**config.mk**
```make
export PLATFORM = sky130hd
export DESIGN_NAME = req_sched4
export DESIGN_NICKNAME = d
export VERILOG_FILES = /design/src/rtl/sched_pkg.sv /design/src/rtl/prio_sel4.sv /design/src/rtl/req_sched4.sv
export SDC_FILE = /design/constraint.sdc
export NUM_CORES = 1
export LEC_CHECK = 0
export CAP_MARGIN = 20
export CORE_MARGIN = 1
export CORE_UTILIZATION = 35
export DETAILED_ROUTE_END_ITERATION = 12
export GPL_TIMING_DRIVEN = 0
export PLACE_DENSITY_LB_ADDON = 0.1
export SETUP_SLACK_MARGIN = 0.3
export SKIP_CTS_REPAIR_TIMING = 1
export SYNTH_ARGS = -nofsm -noshare
export SYNTH_HDL_FRONTEND = slang
export SYNTH_SLANG_ARGS = --single-unit
```
**constraint.sdc**
```tcl
create_clock -name clock -period 1.85 [get_ports clock]
set_clock_uncertainty 0.1 [all_clocks]
set_input_delay 0.37 -clock clock [delete_from_list [all_inputs] [get_ports clock]]
set_output_delay 0.37 -clock clock [all_outputs]
set_load 0.01 [all_outputs]
```
**src/rtl/sched_pkg.sv**
```systemverilog
// sched_pkg: shared types and constants for the request scheduler
package sched_pkg;
    localparam int NUM_CH = 4;
    localparam int DEF_AGE_LIMIT = 8;
    typedef enum logic {SCHED_IDLE, SCHED_GRANT} sched_state_e;
endpackage

```
**src/rtl/prio_sel4.sv**
```systemverilog
// prio_sel4: fixed-priority one-hot select, bit 3 highest, all zero when disabled
module prio_sel4
    import sched_pkg::*;
(
    input  logic              en,
    input  logic [NUM_CH-1:0] vec,
    output logic [NUM_CH-1:0] sel
);
    always_comb begin
        sel = !en   ? 4'b0000 :
              vec[3] ? 4'b1000 :
              vec[2] ? 4'b0100 :
              vec[1] ? 4'b0010 :
              vec[0] ? 4'b0001 : 4'b0000;
    end
endmodule

```
**src/rtl/req_sched4.sv**
```systemverilog
// req_sched4: four-channel request scheduler with held one-hot grants and
// age-based promotion so low-priority requesters cannot starve
module req_sched4
    import sched_pkg::*;
#(
    parameter int AGE_LIMIT = DEF_AGE_LIMIT,
    localparam int AGE_W = $clog2(AGE_LIMIT + 1)
) (
    input  logic              clock,
    input  logic              reset,
    input  logic              en,
    input  logic [NUM_CH-1:0] req_pulse,
    input  logic              done,
    output logic [NUM_CH-1:0] gnt,
    output logic [NUM_CH-1:0] pending,
    output logic [NUM_CH-1:0] aged,
    output logic              busy
);
    sched_state_e      state_q, state_d;
    logic [NUM_CH-1:0] gnt_q, gnt_d, pending_q, pending_d, sel_vec, issue_sel;
    logic              issue;

    // A new grant may be issued from IDLE or on the same edge the holder finishes
    assign issue = en && |pending_q && (state_q == SCHED_IDLE || done);
    assign sel_vec = |aged ? aged : pending_q;

    prio_sel4 u_sel (
        .en  (issue),
        .vec (sel_vec),
        .sel (issue_sel)
    );

    always_comb begin
        pending_d = (pending_q & ~issue_sel) | req_pulse;
        state_d   = (issue || (state_q == SCHED_GRANT && !done)) ? SCHED_GRANT : SCHED_IDLE;
        gnt_d     = issue ? issue_sel : (state_d == SCHED_GRANT) ? gnt_q : '0;
    end

    always_ff @(posedge clock) begin
        if (reset) begin
            state_q   <= SCHED_IDLE;
            gnt_q     <= '0;
            pending_q <= '0;
        end else begin
            state_q   <= state_d;
            gnt_q     <= gnt_d;
            pending_q <= pending_d;
        end
    end

    for (genvar i = 0; i < NUM_CH; i++) begin : g_age
        logic [AGE_W-1:0] age_q, age_d;
        always_comb begin
            age_d = (!pending_q[i] || issue_sel[i]) ? '0 :
                    (age_q == AGE_W'(AGE_LIMIT)) ? age_q : age_q + 1'b1;
        end
        always_ff @(posedge clock) begin
            if (reset) age_q <= '0;
            else       age_q <= age_d;
        end
        assign aged[i] = pending_q[i] && (age_q == AGE_W'(AGE_LIMIT));
    end

    assign gnt     = gnt_q;
    assign pending = pending_q;
    assign busy    = (state_q == SCHED_GRANT);
endmodule

```
# After elaboration in Yosys (flattened, before gate mapping)
# Cells that the tools add are included.
# op_classes
reduce_logical	24
bitwise_logic	4
n_eq_ne	5
n_mux	9
addsub	4
# op_table
operator	n
4-bit two-way mux	7
4-bit by 1-bit adder with 4-bit output, second input constant	4
4-bit == test, second input constant	4
2-bit OR reduction	4
4-bit OR reduction	2
1-bit logical AND	7
1-bit logical OR	6
1-bit zero test	5
4-bit AND	1
4-bit inverter	1
4-bit OR	1
1-bit two-way mux	2
2-bit by 1-bit != test with 1-bit output, second input constant	1
1-bit inverter	1
# word_totals
word_cells	53
in_bits	8
output_inout_bits	13
regBits	25

# Logic depth before layout (Yosys ltp)
# Gate-level depths: netlist of run 1.
# depth
depth_word	12
ltp_mapped	7
depth_no_buf	7

# Modules after synthesis
# From an unflattened synthesis of run 1, not the netlist that was laid out.
# hier_totals
hier_cells	148
area_unflattened_um2	1267.5
# by_module_without_submodules
mod	n_inst	area_per_inst_um2	seq_area_each_um2	cells_each
req_sched4	1	1202.4	500.5	142
prio_sel4	1	65.1	0.0	6

# Worst setup path before layout of run 1
# No wires, ideal clock.
# synth_path
kind	reg2reg
startpoint	register g_age[1].age_q[0]
endpoint	register gnt_q[0], in the netlist gnt[0]
path_stages_with_launch	8
period_less_slack_ps	1694
setup_time_ps	117
n_path_buf	0
arrival_ps	1477
required_ps	1633
setup_slack_ps	156
path_cell_list	dfxtp_1 > inv_1 > ha_1 > nand4b_1 > inv_1 > nor3_4 > nor4_2 > a22o_1
# synth_between
elab_chain_len	10
# synth_lines
element	line_no	rtl
start, declared	req_sched4.sv:52	logic [AGE_W-1:0] age_q, age_d;
start signal, assigned	req_sched4.sv:59	else age_q <= age_d;
4-bit == test (*)	req_sched4.sv:61	assign aged[i] = pending_q[i] && (age_q == AGE_W'(AGE_LIMIT));
1-bit logical AND (*)	req_sched4.sv:61	
via aged[1]	req_sched4.sv:16	output logic [NUM_CH-1:0] aged,
4-bit OR reduction	req_sched4.sv:25	assign sel_vec = |aged ? aged : pending_q;
4-bit two-way mux (*)	req_sched4.sv:25	
1-bit two-way mux	prio_sel4.sv:14	vec[0] ? 4'b0001 : 4'b0000;
4-bit two-way mux	prio_sel4.sv:13	vec[1] ? 4'b0010 :
4-bit two-way mux	prio_sel4.sv:12	vec[2] ? 4'b0100 :
4-bit two-way mux (*)	prio_sel4.sv:11	vec[3] ? 4'b1000 :
4-bit two-way mux (*)	prio_sel4.sv:10	sel = !en ? 4'b0000 :
4-bit two-way mux (*)	req_sched4.sv:36	gnt_d = issue ? issue_sel : (state_d == SCHED_GRANT) ? gnt_q : '0;
end signal, assigned	req_sched4.sv:46	gnt_q <= gnt_d;
end, declared	req_sched4.sv:20	logic [NUM_CH-1:0] gnt_q, gnt_d, pending_q, pending_d, sel_vec, issue_sel;
# The timed path passes the listed nets; every way through them passes the cells marked *.
# A chain may end at the register's enable or synchronous reset.

# Worst setup path after layout of run 1
# layout_path
startpoint	register g_age[3].age_q[0]
endpoint	register pending_q[0], in the netlist pending[0]
# layout_between
elab_chain_len	12
# layout_lines
element	line_no	rtl
start, declared	req_sched4.sv:52	
start signal, assigned	req_sched4.sv:59	
4-bit == test (*)	req_sched4.sv:61	
1-bit logical AND (*)	req_sched4.sv:61	
4-bit OR reduction	req_sched4.sv:25	
4-bit two-way mux (*)	req_sched4.sv:25	
1-bit two-way mux	prio_sel4.sv:14	
4-bit two-way mux	prio_sel4.sv:13	
4-bit two-way mux	prio_sel4.sv:12	
4-bit two-way mux (*)	prio_sel4.sv:11	
4-bit two-way mux (*)	prio_sel4.sv:10	
4-bit inverter (*)	req_sched4.sv:34	pending_d = (pending_q & ~issue_sel) | req_pulse;
4-bit AND (*)	req_sched4.sv:34	
4-bit OR (*)	req_sched4.sv:34	
end signal, assigned	req_sched4.sv:47	pending_q <= pending_d;
end, declared	req_sched4.sv:20	
# Every way passes the cells marked *; elsewhere a longest branch is shown, timed or not.

==> results of run 1 <==
-- critical path, stage by stage, from the launching register on --
cell	delay (ps)
dfxtp_2	360
inv_2	50
ha_2	180
nand4b_1	110
buf_4	160
nand2_4	80
o41ai_4	510
o21ai_2	90
-- kinds of logic after synthesis --
group	after synthesis	share of synthesized area
fa+ha+maj	8	0.0772
compound gates	19	0.130
flops	25	0.386
xor+xnor	9	0.0608
simple gates	55	0.246
mux	5	0.0415
buf+inv	20	0.0579
-- power by group --
group          switching (uW)  internal [uW]
registers                21.5            563
logic                    93.6           97.4
clock network             184            151
-- registers in the layout, summed over array words and instances, names as in the netlist --
| signal | count |
|---|---|
| pending | 4 |
| g_age.age_q | 16 |
| busy | 1 |
| gnt | 4 |
-- layout make-up --
cell class	count	share of cell area
buffer	2	0.00677
clock buffer	3	0.0223
clock inverter	1	0.00271
inverter	18	0.0365
multi-input combinational	96	0.456
sequential	25	0.279
tap	46	0.0311
timing repair buffer	31	0.166
-- layer usage --
layer,share of wire,routed length (um),vias up
li1,-,-,554
met1,0.46,1320,499
met2,0.48,1360,26
met3,0.040,114,7
met4,0.024,70,0
met5,0,0,-
-- worst paths after layout --
path / from / depth (start not counted) / slack, ps / end
worst min register to register: gnt[0]$_SDFFE_PP0P_ / 1 / 380 / gnt[0]$_SDFFE_PP0P_
worst max register to register: g_age[3].age_q[0]$_SDFFE_PP0P_ / 7 / 80 / pending[0]$_SDFF_PP0_
worst min-delay path: gnt[0]$_SDFFE_PP0P_ / 1 / 380 / gnt[0]$_SDFFE_PP0P_
worst max-delay path: g_age[3].age_q[0]$_SDFFE_PP0P_ / 7 / 80 / pending[0]$_SDFF_PP0_
-- layout by cell type (no fill, tap or decap), drive strengths merged --
| cell type | netlist | layout |
|---|---|---|
| a21boi | 1 | 1 |
| a21oi | 3 | 3 |
| a22o | 3 | 3 |
| a31oi | 3 | 3 |
| and3b | 4 | 4 |
| buf | 0 | 14 |
| clkbuf | 2 | 5 |
| clkdlybuf4s50 | 0 | 7 |
| clkinv | 0 | 1 |
| dfxtp | 25 | 25 |
| dlymetal6s2s | 0 | 10 |
| ha | 8 | 8 |
| inv | 18 | 18 |
| mux2 | 3 | 3 |
| mux2i | 2 | 2 |
| nand2 | 12 | 12 |
| nand2b | 2 | 2 |
| nand3 | 5 | 5 |
| nand3b | 1 | 1 |
| nand4 | 1 | 1 |
| nand4b | 4 | 4 |
| nor2 | 18 | 18 |
| nor2b | 3 | 3 |
| nor3 | 2 | 2 |
| nor4 | 2 | 2 |
| o21ai | 6 | 6 |
| o22a | 1 | 1 |
| o41ai | 2 | 2 |
| or4 | 1 | 1 |
| xnor2 | 5 | 5 |
| xor2 | 4 | 4 |
-- metrics by stage --
stage                     setup TNS [ps]  cell area [um2]
after floorplan                        0             1330
after global placement             -4540             1590
after detailed placement           -4680             1590
after CTS                          -1480             1640
after global routing               -1.07             1850
final                                  0             1850
==> results.md, run 1 <==
- Status: completed
- Initial Utilization: 0.377
- Routed via count: 1086
- # rows: 21
- Insertion delay to the later sink of the worst-skew pair: 270 ps
- Final Core Density: 0.537
- Final hold violations: 0
- Post-synth EDFFs: 0
- Setup ws final: 84.8 ps
- H-Tree Level Count: 1
- CP arrival: 1820 ps
- Post-Syn Instances: 141
- Root Driver: clkbuf_8
- Crit path kind: reg -> reg
- GR Util met1: 0.175
- Fillers: 305
- First-pass GRT wire length: 4540 um
- Final setup fails: 0
- WHS: 379 ps
- Worst setup EP type: flop
- Main synth FF type: dfxtp_1
- DRC Markers: 0
- PortBufs: 20
- Post-synth design cell area: 1300 um2
- Grt met3 use: 0.0237
- Synth area leader: dfxtp_1
- TritonCTS clock tree: built
- Cell count after placement: 207
- Final nets: 193
- Slew headroom: 0.707
- Avg Vias per Cell: 4.89
- Tcrit/Tclk final: 0.954
- Diodes inserted: 0
- Post-synthesis sequential area ratio: 0.386
- IO Count: 21
- Tot Pwr: 1110 uW
- VDD IR max: 0.000295 V
- Worst-path maximum fanout: 5
- DRT iter0 DRCs: 26
- Avg Synthesized Cell Area: 9.19 um2
- Synth Net Count: 157
- Initial antenna violation count: 0
- Final Critical Period: 1770 ps
- Dominant cells by area after synthesis: dfxtp_1 39%, ha_1 7.7%, inv_1 5.2%
- DR WL/cell: 12.9 um
- Share of cells above drive strength 1: 0.398
- Clock tree buffer depth: 2
- Area of the multi-input gates: 843 um2
- CTS buffer count: 3
- Slew Viols, Final: 0
- P&R area growth vs syn: 42.7%
- CORE AREA: 3440 um2
- Busiest grt layer: met2
- Min-Delay Path Class: reg -> reg
- DP Wirelength: 2110 um
- Die area: 3950 um2
- Unrepaired setup endpoints after global routing: yes
- Worst-path clk slew: 100 ps
- Post-synth top cells: 25 x dfxtp_1, 18 x inv_1, 18 x nor2_1
- Seq cells post-synth: 25
- Cell Count, Final, Fillers Out: 222
- Max-Cap Viols: 0
- Power density of the placed cells: 600 nW/um2
- Die H: 62.9 um
- GR Util met2: 0.242
- Synth warnings: 0
- Die X-Extent: 62.9 um
- Count of cell types in the netlist: 33
- Post-route ant nets: 0
- Gr usage total: 0.144
- Most common cell in the netlist: dfxtp_1
- Number of global-route vias before repair: 1046
- 1st-pass router iterations: 4
- Static Leak: 0.000858 uW
- Routed WL: 2870 um
- Top-area cell type share of the netlist area: 0.386
- Sequential Area: 515 um2
- Worst endpoint required time: 1910 ps
- Ys async rst share: 0
- Grt ovf: 0
- Achievable Freq: 567 MHz
- Global placer's final weighted congestion: 0.736
- Pre-CTS setup slack: -355 ps
- Worst Max-Slew Pin Slew: 439 ps
- Setup crit start kind: flop
- Largest net degree at the start of global routing: 15
- # clock sinks: 25
(Power assumes the default switching activity.)
==> inputs of run 2 (changes only) <==
CAP_MARGIN = default   (was 20)
==> results of run 2 <==
The final DEF is identical to that of run 1; final timing and power are the same.
